==> src/rtl/dispatch_pkg.sv <==
// rtl/dispatch_pkg.sv - shared constants, state enum and PC helpers for the instruction dequeue stage
package dispatch_pkg;

  localparam int SLOTS     = 4;
  localparam int ENTRY_W   = 64;
  localparam int INSTR_LSB = 0;
  localparam int INSTR_W   = 32;
  localparam int PC_LSB    = 32;
  localparam int PC_W      = 32;
  localparam int CNT_W     = 3;

  // Queue entries carry PC+4; the dispatched PC is the entry's own address.
  localparam logic [PC_W-1:0] PC_STEP = 32'd4;

  typedef enum logic [1:0] {
    ST_EMPTY = 2'd0,
    ST_HOLD  = 2'd1,
    ST_POP   = 2'd2,
    ST_FLUSH = 2'd3
  } deq_state_e;

  function automatic logic [PC_W-1:0] entry_pc(input logic [ENTRY_W-1:0] entry);
    return entry[PC_LSB +: PC_W] - PC_STEP;
  endfunction

  function automatic logic [INSTR_W-1:0] entry_instr(input logic [ENTRY_W-1:0] entry);
    return entry[INSTR_LSB +: INSTR_W];
  endfunction

endpackage

==> src/rtl/instr_slot_count.sv <==
// rtl/instr_slot_count.sv - contiguous non-empty head count and lane mask from the queue empty flags
module instr_slot_count
  import dispatch_pkg::*;
(
  input  logic [SLOTS-1:0] i_empty,
  output logic [CNT_W-1:0] o_count,
  output logic [SLOTS-1:0] o_mask
);

  logic w_run;

  // Count leading non-empty slots; an unknown empty flag fails the ==0 test and ends the run.
  always_comb begin
    o_count = '0;
    o_mask  = '0;
    w_run   = 1'b1;
    for (int k = 0; k < SLOTS; k++) begin
      if (w_run && (i_empty[k] == 1'b0)) begin
        o_count   = o_count + CNT_W'(1);
        o_mask[k] = 1'b1;
      end else begin
        w_run = 1'b0;
      end
    end
  end

endmodule

==> src/rtl/instr_dequeue.sv <==
// rtl/instr_dequeue.sv - pops up to four queue heads into a held dispatch bundle; INSTR_DEQUEUE_STATS_EN adds stall/dispatch counters
module instr_dequeue
  import dispatch_pkg::*;
#(
  parameter int SLOTS = dispatch_pkg::SLOTS
) (
  input  logic        CLK,
  input  logic        Reset,
  input  logic [63:0] InstrQueueBufOut0,
  input  logic [63:0] InstrQueueBufOut1,
  input  logic [63:0] InstrQueueBufOut2,
  input  logic [63:0] InstrQueueBufOut3,
  input  logic        InstrQueueBufEmpty0,
  input  logic        InstrQueueBufEmpty1,
  input  logic        InstrQueueBufEmpty2,
  input  logic        InstrQueueBufEmpty3,
  input  logic        Flush,
  output logic [1:0]  InstrQueueRE,
  output logic        InstrQueueRCLK,
  output logic        DecValid,
  input  logic        DecReady,
  output logic [3:0]  DecSlotValid,
  output logic [31:0] DecInstr0,
  output logic [31:0] DecInstr1,
  output logic [31:0] DecInstr2,
  output logic [31:0] DecInstr3,
  output logic [31:0] DecPC0,
  output logic [31:0] DecPC1,
  output logic [31:0] DecPC2,
  output logic [31:0] DecPC3
`ifdef INSTR_DEQUEUE_STATS_EN
  ,
  output logic [31:0] StallCycles,
  output logic [31:0] DispatchCount
`endif
);

  logic [ENTRY_W-1:0] w_head [SLOTS];
  logic [SLOTS-1:0]   w_empty;
  logic [CNT_W-1:0]   w_count;
  logic [SLOTS-1:0]   w_mask;
  logic               w_capture;
  logic               w_dispatch;

  deq_state_e         r_state;
  logic               r_valid;
  logic [SLOTS-1:0]   r_slot_valid;
  logic [1:0]         r_re;
  logic               r_rclk;
  logic [INSTR_W-1:0] r_instr [SLOTS];
  logic [PC_W-1:0]    r_pc    [SLOTS];

  assign w_head[0] = InstrQueueBufOut0;
  assign w_head[1] = InstrQueueBufOut1;
  assign w_head[2] = InstrQueueBufOut2;
  assign w_head[3] = InstrQueueBufOut3;
  assign w_empty   = {InstrQueueBufEmpty3, InstrQueueBufEmpty2,
                      InstrQueueBufEmpty1, InstrQueueBufEmpty0};

  instr_slot_count u_slot_count (
    .i_empty (w_empty),
    .o_count (w_count),
    .o_mask  (w_mask)
  );

  // A new bundle is taken only when nothing is held or the held one is leaving this cycle.
  assign w_capture = ((r_state == ST_EMPTY) || ((r_state == ST_HOLD) && DecReady)) &&
                     (w_count != '0) && !r_rclk && !Flush;

  // The handshake is honoured only in HOLD; the POP cycle is the mandatory pop strobe slot.
  assign w_dispatch = (r_state == ST_HOLD) && DecReady && !Flush;

  // Dequeue FSM with all dispatch and queue-control outputs registered.
  always_ff @(posedge CLK or negedge Reset) begin
    if (!Reset) begin
      r_state      <= ST_EMPTY;
      r_valid      <= 1'b0;
      r_slot_valid <= '0;
      r_re         <= '0;
      r_rclk       <= 1'b0;
      for (int k = 0; k < SLOTS; k++) begin
        r_instr[k] <= '0;
        r_pc[k]    <= '0;
      end
    end else if (Flush) begin
      r_state      <= ST_FLUSH;
      r_valid      <= 1'b0;
      r_slot_valid <= '0;
      r_rclk       <= 1'b0;
    end else if (w_capture) begin
      r_state      <= ST_POP;
      r_valid      <= 1'b1;
      r_slot_valid <= w_mask;
      r_re         <= w_count[1:0] - 2'd1;
      r_rclk       <= 1'b1;
      for (int k = 0; k < SLOTS; k++) begin
        if (w_mask[k]) begin
          r_instr[k] <= entry_instr(w_head[k]);
          r_pc[k]    <= entry_pc(w_head[k]);
        end else begin
          r_instr[k] <= '0;
          r_pc[k]    <= '0;
        end
      end
    end else begin
      case (r_state)
        ST_POP: begin
          r_rclk  <= 1'b0;
          r_state <= ST_HOLD;
        end
        ST_HOLD: begin
          if (DecReady) begin
            r_state      <= ST_EMPTY;
            r_valid      <= 1'b0;
            r_slot_valid <= '0;
          end
        end
        ST_FLUSH: r_state <= ST_EMPTY;
        default:  r_state <= ST_EMPTY;
      endcase
    end
  end

  assign InstrQueueRE   = r_re;
  assign InstrQueueRCLK = r_rclk;
  assign DecValid       = r_valid;
  assign DecSlotValid   = r_slot_valid;
  assign DecInstr0      = r_instr[0];
  assign DecInstr1      = r_instr[1];
  assign DecInstr2      = r_instr[2];
  assign DecInstr3      = r_instr[3];
  assign DecPC0         = r_pc[0];
  assign DecPC1         = r_pc[1];
  assign DecPC2         = r_pc[2];
  assign DecPC3         = r_pc[3];

`ifdef INSTR_DEQUEUE_STATS_EN
  logic [31:0] r_stall;
  logic [31:0] r_disp;
  logic [32:0] w_disp_sum;

  assign w_disp_sum = {1'b0, r_disp} + 33'($countones(r_slot_valid));

  // Saturating stall and dispatched-instruction counters.
  always_ff @(posedge CLK or negedge Reset) begin
    if (!Reset) begin
      r_stall <= '0;
      r_disp  <= '0;
    end else begin
      if (r_valid && !DecReady && (r_stall != '1)) begin
        r_stall <= r_stall + 32'd1;
      end
      if (w_dispatch) begin
        r_disp <= w_disp_sum[32] ? '1 : w_disp_sum[31:0];
      end
    end
  end

  assign StallCycles   = r_stall;
  assign DispatchCount = r_disp;
`else
  // Counters are not built; timing of the dispatch path is unchanged.
`endif

endmodule

==> config.mk <==
export PLATFORM = sky130hd
export DESIGN_NAME = instr_dequeue
export DESIGN_NICKNAME = d
export VERILOG_FILES = /design/src/rtl/dispatch_pkg.sv /design/src/rtl/instr_slot_count.sv /design/src/rtl/instr_dequeue.sv
export SDC_FILE = /design/constraint.sdc
export NUM_CORES = 1
export LEC_CHECK = 0
export ABC_AREA = 1
export BUFFER_PORTS_ARGS = -buffer_cell sky130_fd_sc_hd__buf_2
export CAP_MARGIN = 15
export CORE_UTILIZATION = 30
export DETAILED_ROUTE_END_ITERATION = 12
export SKIP_CTS_REPAIR_TIMING = 1
export SYNTH_ARGS = -nofsm -noshare
export SYNTH_HDL_FRONTEND = slang
export SYNTH_SLANG_ARGS = --single-unit
==> constraint.sdc <==
create_clock -name CLK -period 2.25 [get_ports CLK]
set_clock_uncertainty 0.15 [all_clocks]
set_input_delay 0.225 -clock CLK [delete_from_list [all_inputs] [get_ports CLK]]
set_output_delay 0.225 -clock CLK [all_outputs]
set_load 0.02 [all_outputs]
# Word-level counts from Yosys, hierarchy flattened
# Index checks and enable logic that the tools add are counted.
# word_totals
regBits	266
latchBits	0
ram_bits	0
rom_bits	0
input_bits	264
out_inout_bits	264
elab_cells	78
memories	0
# classes
addsub	8
n_mul	0
div_mod_pow	0
magnitude_cmp	0
n_eq_ne	3
shift	0
n_mux	33
bitwise	4
reduce_logical	17
# ops
op	n
$mux W32	8
$sub A32 B3 Y32 const B	4
$mux W4	4
$mux W1	14
$reduce_bool A3 Y1	4
$add A3 B1 Y3 const B	3
$mux W3	3
$logic_and A1 B1 Y1	7
$mux W2	3
$ne A4 B4 Y1 const B	1
$not A1 Y1	4
$pmux W2 S2	1
$reduce_and A2 Y1	2
$eq A2 B1 Y1 const B	1
$eq A2 B2 Y1 const B	1
$logic_not A1 Y1	2
$logic_not A2 Y1	1
$sub A2 B1 Y2 const B	1
$logic_or A1 B1 Y1	1

# Logic depth before layout (Yosys ltp)
# Gate-level depths: netlist (run 1).
# depth
depth_word	13
ltp_mapped	13
mapped_depth_nobuf	11

# Hierarchy
# A second synthesis (run 1) with hierarchy kept.
# hier_totals
cells_unflattened	1538
area_unflattened_um2	12824.8
# by_module_without_submodules
module	n_inst	cells_per_inst	area_per_inst_um2
instr_dequeue	1	1519	12727.2
instr_slot_count	1	19	97.6

# Worst setup path before layout (run 1)
# OpenSTA, ideal clock, no wires.
# synth_path
path_type	input to register
startpoint	input InstrQueueBufEmpty2
endpoint	register r_pc (netlist bit DecPC0[2])
setup_ns	0.083
arrival_time_ns	1.692
t_required_ns	2.017
path_slack_ns	0.326
cell_stages	12
path_buffers	2
path_cell_list	inv_1 nor2_1 nor2_1 ha_1 o21ai_0 ha_1 nand2_2 nand3_1 buf_6 clkbuf_1 nand2_1 o21ai_0
# synth_via
elab_chain_len	10
word_cells_on_any_way	12
classes_between	add/sub (1); mux (3); bitwise (1); reduce/logical (7)
# synth_lines
element	line	rtl
start, declared	instr_dequeue.sv:15	input logic InstrQueueBufEmpty2,
$not A1 Y1 *	instr_slot_count.sv:18	if (w_run && (i_empty[k] == 1'b0)) begin
$logic_and A1 B1 Y1 *	instr_slot_count.sv:18	
$mux W3 or $mux W1 (tied branches)	instr_slot_count.sv:18	
$add A3 B1 Y3 or $logic_and A1 B1 Y1 (tied branches)	instr_slot_count.sv:19, instr_slot_count.sv:18	
$mux W3 *	instr_slot_count.sv:18	
$reduce_bool A3 Y1 *	instr_dequeue.sv:68	(w_count != '0) && !r_rclk && !Flush;
$logic_and A1 B1 Y1 *	instr_dequeue.sv:67	assign w_capture = ((r_state == ST_EMPTY) || ((r_state == ST_HOLD) && DecReady)) &&
$logic_and A1 B1 Y1 * (2 in a row)	instr_dequeue.sv:68	
$reduce_and A2 Y1 (no line) *	-	
end signal, assigned by index	instr_dequeue.sv:99	r_pc[k] <= entry_pc(w_head[k]);
end, declared	instr_dequeue.sv:51	logic [PC_W-1:0] r_pc [SLOTS];
# Every way passes the cells marked *; elsewhere a longest branch is shown, timed or not.
# A chain may end at the register's enable or synchronous reset.

# Final worst setup path (run 1)
# layout_path
startpoint	input InstrQueueBufEmpty3
endpoint	register r_instr (netlist bit DecInstr2[30])
# layout_via
elab_chain_len	8
# layout_lines
element	line	rtl
start, declared	instr_dequeue.sv:16	input logic InstrQueueBufEmpty3,
$not A1 Y1	instr_slot_count.sv:18	
$logic_and A1 B1 Y1	instr_slot_count.sv:18	
$mux W3	instr_slot_count.sv:18	
$reduce_bool A3 Y1	instr_dequeue.sv:68	
$logic_and A1 B1 Y1	instr_dequeue.sv:67	
$logic_and A1 B1 Y1 (2 in a row)	instr_dequeue.sv:68	
$reduce_and A2 Y1 (no line)	-	
end signal, assigned by index	instr_dequeue.sv:98	r_instr[k] <= entry_instr(w_head[k]);
end, declared	instr_dequeue.sv:50	logic [INSTR_W-1:0] r_instr [SLOTS];
# No other way between the ends.

==> metrics, run 1 <==
Post-Place Cells 2875; critical path class in -> reg; fraction of layout cells with a size suffix above 1 0.245; Starting Density 0.305; Critical Path Sink Type flop; Core ar. 43200 µm²; Routed Antenna Nets 0; most frequent CP cell nand2_1; status finished, violations left; CP delay by family, top buffers and inverters; RSZ-0062 raised after global routing no; Die ar. 44800 µm²; Final setup viols 0; Clock Path Buffers 3; fin. max-slew vios 0; pre-CTS setup slack -0.144 ns; Skew-Pair Late Insertion Delay 0.58 ns; First-pass DRT Iterations 5; worst hold slack -0.000717 ns; die width 212 µm; sequential-to-total area share from yosys stat 0.505; Hold WC Path Type in -> reg; IO Pins 528; initial antenna violation count 2; Buffers on Ports 527; crit share post-route 0.894; DRC 0; CP required 2.60 ns; CP max stage cell dlygate4sd3_1; final std cells w/o fill 3190; syn_area_per_cell 7.45 µm²; clock sinks 266; CTS Buf Count 31; FP Rows 76; Post-Syn Nets 2038; first-pass GRT wire length 70400 µm; Post-DP HPWL 35300 µm; Syn-to-layout area delta 54.4%; Post-Syn Area 13200 µm²; Initial DRC Count 988; pin count of the biggest net entering global routing 67; Max Fclk 0.497 GHz; total number of vias 14.6k; die extent in y 212 µm; maxcap violations 0; crit-path max cell delay 0.53 ns; startpoint types input port; LEAKAGE 0.0111 µW; flops & latches, synth 266; Syn Inst Count 1768; Slew @ Worst Pin 0.593 ns; Worst-path clk slew 0.06 ns; WP buf/inv 5; vias per cell 4.58; Final Util 0.471; setup TNS 0 ns; failing checks negative hold slack; power per cell area 701 nW/µm²; # nets final 2852; all-layer global routing usage 0.196; number of global-route vias before repair 13.3k; Final WS setup 0.238 ns; Yosys cell types 24; CTS tree built; worst path arrival time 2.36 ns; total chip power 14300 µW; DRT Wirelength 49200 µm; DR WL/cell 15.4 µm; RePlAce Congestion 0.944; total gr overflow 0; peak supply drop 0.447 mV; crit path max fanout 31; Final Hold Fails 1; min Tclk post-route 2.01 ns; CTS root buffer clkbuf_16; yosys warns 0; slew margin rel. 0.605; crit path cell chain dlygate4sd3_1 > buf_2 > nor2_1 > inv_1 > o21ai_0 > ha_1 > nand2_2 > nand3_4 > buf_12 > buf_4 > nand2_1 > nand2_1; htree depth 1; Filler cells 4227
## placed cells by master, fill, tap and decap left out
cell type        n
inv_1           98
nand2_2          1
o21bai_1         8
o21ai_0        108
a21oi_2          1
xnor2_1         21
o21ai_1          5
nand3_1         80
xor2_1          22
ha_1             6
clkbuf_8         2
bufinv_16        5
diode_2          1
nor2_4           1
nand4_1         33
nand3_4          1
clkinv_2         6
dlygate4sd3_1  259
nor2_1         231
a31o_2           1
o21ai_2          2
a21o_1           2
buf_12          15
nand2_1        821
clkinv_4         1
buf_2          526
clkinvlp_4       3
inv_2            4
dfrtp_1        266
nand4_2          2
clkbuf_1         7
buf_8            1
buf_4           34
clkbuf_16       31
## stage by stage
stage / hold slack (ns) / area [µm²]
after floorplan: -0.221 / 13200
after global placement: 0.0929 / 16700
after detailed placement: 0.0996 / 16700
after CTS: -0.531 / 17800
after global routing: 0.0131 / 20400
final: -0.000717 / 20400
## worst min-delay path: stages
cell     delay (ns)
buf_2          0.14
nand3_1        0.08
nand2_1        0.13
o21ai_1        0.09
## per-layer routing
metal | track usage | vias up | share of wire
met5 | 0 | - | 0
met4 | 0.0627 | 0 | 0.033
met3 | 0.0375 | 121 | 0.073
met2 | 0.334 | 563 | 0.48
met1 | 0.249 | 6791 | 0.41
li1 | - | 7137 | -
## worst paths after layout
kind	startpoint	endpoint	slack, ns	depth (start not counted)
worst max-delay path	InstrQueueBufEmpty3	DecInstr2[30]	0.24	12
worst min-delay path	InstrQueueBufOut0[50]	DecPC0[18]	-0.0007	4
worst max register to register	r_state[1]	DecInstr2[30]	0.38	8
worst min register to register	DecInstr3[5]	DecInstr3[5]	0.32	2
max in group asynchronous	Reset	DecPC2[17]	1.14	3
min in group asynchronous	Reset	DecPC1[8]	0.08	2
## synth_stat cells
cell / count / area [µm²]
nor2_1: 231 / 867
xnor2_1: 21 / 184
nor2_4: 1 / 11.3
nand4_2: 2 / 25.0
inv_2: 4 / 15.0
buf_4: 8 / 60.1
a21oi_2: 1 / 8.76
inv_1: 98 / 368
a21o_1: 2 / 15.0
o21ai_2: 2 / 17.5
nand2_1: 821 / 3080
buf_6: 21 / 236
ha_1: 6 / 75.1
o21bai_1: 8 / 60.1
clkbuf_1: 10 / 37.5
nand4_1: 33 / 206
xor2_1: 22 / 193
nand2_2: 1 / 6.26
o21ai_1: 5 / 25.0
o21ai_0: 108 / 541
buf_2: 15 / 75.1
dfrtp_1: 266 / 6660
a31o_2: 1 / 8.76
nand3_1: 81 / 405
## cell type report
cell class	count	area (µm²)	area share
flip-flops and latches	266	6660	0.327
diodes	1	2.50	0.000123
well taps	585	732	0.0360
multi-input cells	1346	5740	0.282
inverters	102	383	0.0188
clock buffers	40	830	0.0408
repair buffers	835	5800	0.285
clock inverters	15	211	0.0104
## power by group
part / internal, µW / total, µW / switching (µW)
clock network: 3150 / 5240 / 2090
logic: 1280 / 3290 / 2010
registers: 5380 / 5720 / 343
total: 9810 / 14300 / 4440
## cell families (layout without fill, tap and decap cells)
kind of cell,Yosys count,count (layout),synth area share
buffers and inverters,156,992,0.0601
flip-flops,266,266,0.505
XOR/XNOR,43,43,0.0286
AND/OR/NAND/NOR,1170,1170,0.349
AO/OA/AOI/OAI,127,127,0.0513
adder cells (fa/ha/maj),6,6,0.00570
other,0,1,0
## registers in the layout, summed over array words and instances (netlist names)
name	cells
DecInstr0	32
DecInstr2	32
InstrQueueRCLK	1
DecInstr3	32
DecValid	1
r_state	2
InstrQueueRE	2
DecInstr1	32
DecPC1	32
DecPC3	32
DecPC0	32
DecSlotValid	4
DecPC2	32
Note: power is estimated with default switching activity, not from simulation.
==> run 2, diff against run 1 <==
Settings changed: GPL_TIMING_DRIVEN from default to 0.
==> run 2 against run 1 <==
  * The run still ends with negative hold slack left
  * Hold slack worse by 0.030 ns
  * Critical endpoint is now DecInstr2[8]
  * Die area stayed put
  * Critical path depth is 4 lower
  * Cell count is 0.25% higher
  * First-iteration DRC count is 0.91% lower
  * Count of clock-buffer cells in the layout is 9 higher
  * Fmax is 3.3% lower
  * Utilization is 0.14 points lower
  * Sequential share of layout area is 0.099 points higher
  * Clock power is 2% higher
==> metrics, run 2 (synthesized netlist as in run 1, its figures left out) <==
status finished, violations left; failing checks negative hold slack; LEAKAGE 0.0111 µW; Skew-Pair Late Insertion Delay 0.53 ns; Final WS setup 0.170 ns; Syn-to-layout area delta 54.0%; die extent in y 212 µm; Buffers on Ports 527; maxcap violations 0; min Tclk post-route 2.08 ns; RePlAce Congestion 0.912; Die ar. 44800 µm²; DRT Wirelength 52200 µm; Initial DRC Count 979; worst hold slack -0.0312 ns; vias per cell 4.58; First-pass DRT Iterations 6; total gr overflow 0; most frequent CP cell nand2_1; crit share post-route 0.924; clock sinks 266; RSZ-0062 raised after global routing yes; Clock Path Buffers 3; crit-path max cell delay 0.36 ns; peak supply drop 0.627 mV; Final setup viols 0; WP buf/inv 3; FP Rows 76; CTS root buffer clkbuf_16; Routed Antenna Nets 0; initial antenna violation count 1; Final Hold Fails 5; # nets final 2860; fin. max-slew vios 0; Critical Path Sink Type flop; critical path class reg -> reg; Core ar. 43200 µm²; all-layer global routing usage 0.214; crit path max fanout 10; first-pass GRT wire length 74400 µm; CP max stage cell dfrtp_1; Hold WC Path Type in -> reg; Worst-path clk slew 0.06 ns; number of global-route vias before repair 13.1k; Max Fclk 0.481 GHz; CTS tree built; pre-CTS setup slack -0.423 ns; worst path arrival time 2.40 ns; die width 212 µm; startpoint types flop; crit path cell chain inv_1 > nand2_1 > a21oi_4 > nand4_2 > inv_2 > buf_2 > nand2_1 > nand2_1; Post-DP HPWL 38400 µm; CP required 2.57 ns; Slew @ Worst Pin 0.672 ns; setup TNS 0 ns; slew margin rel. 0.552; commonest non-fill, non-tap cell in the layout nand2_1; DRC 0; CP delay by family, top simple AND/OR/NAND/NOR gates; power per cell area 709 nW/µm²; CTS Buf Count 34; total number of vias 14.6k; fraction of layout cells with a size suffix above 1 0.245; IO Pins 528; Starting Density 0.305; htree depth 2; most frequent cells in the layout nand2_1, buf_2, dfrtp_1; DR WL/cell 16.3 µm; pin count of the biggest net entering global routing 101
## run 2: cell count changes in the layout (fill, tap and decap cells not counted), moves of 4 or more
cell | before | now
buf_12 | 15 | 0
clkinv_2 | 6 | 2
buf_6 | 0 | 21
clkbuf_8 | 2 | 8
clkbuf_1 | 7 | 16
bufinv_16 | 5 | 1
buf_2 | 526 | 541
buf_4 | 34 | 10
dlygate4sd3_1 | 259 | 255
## run 2: cell type report
cell class,instances,area [µm²]
multi-input combinational,1346,5750
tap,585,732
timing repair buffer,786,5270
buffer,54,410
clock buffer,49,987
antenna,1,2.50
sequential,266,6660
clock inverter,9,101
fill,4255,22900
inverter,102,385
## run 2: worst register-to-register path: stages (launching register included)
cell     delay (ns)
dfrtp_1        0.36
inv_1          0.10
nand2_1        0.10
a21oi_4        0.24
nand4_2        0.31
inv_2          0.20
buf_2          0.32
nand2_1        0.17
nand2_1        0.09
## run 2: power breakdown
| part | internal [µW] | switching, µW | leakage, µW | total (µW) |
|---|---|---|---|---|
| logic | 1270 | 2040 | 0.00692 | 3310 |
| clock network | 3180 | 2180 | 0.000533 | 5360 |
| registers | 5380 | 331 | 0.00360 | 5710 |
## run 2: worst paths after layout
kind | from | endpoint | slack [ns] | cells after the start
worst max-delay path | r_state[1] | DecInstr2[8] | 0.17 | 8
worst max register to register | r_state[1] | DecInstr2[8] | 0.17 | 8
min in group asynchronous | Reset | DecPC0[1] | 0.15 | 2
worst min register to register | DecInstr2[5] | DecInstr2[5] | 0.32 | 2
max in group asynchronous | Reset | DecInstr2[2] | 0.84 | 3
worst min-delay path | InstrQueueBufOut1[46] | DecPC1[14] | -0.03 | 5
## run 2: layer usage
layer  share of wire  vias up  global-route usage
met1            0.41     6800               0.270
met3           0.070      102              0.0493
met4           0.027        0              0.0612
met5               0        -                   0
li1                -     7180                   -
met2            0.49      552               0.364
## run 2: metrics by stage
| step | instance area (µm²) | power, µW | cells | utilization |
|---|---|---|---|---|
| 3_5_place_dp | 16600 | 8710 | 2882 | 0.385 |
| 3_3_place_gp | 16500 | 8650 | 2880 | 0.383 |
| 6_report | 20300 | 14400 | 3198 | 0.470 |
| 4_1_cts | 17700 | 14200 | 2940 | 0.410 |
| 5_1_grt | 20300 | 15100 | 3198 | 0.470 |
| 2_1_floorplan | 13200 | 7290 | 1768 | - |
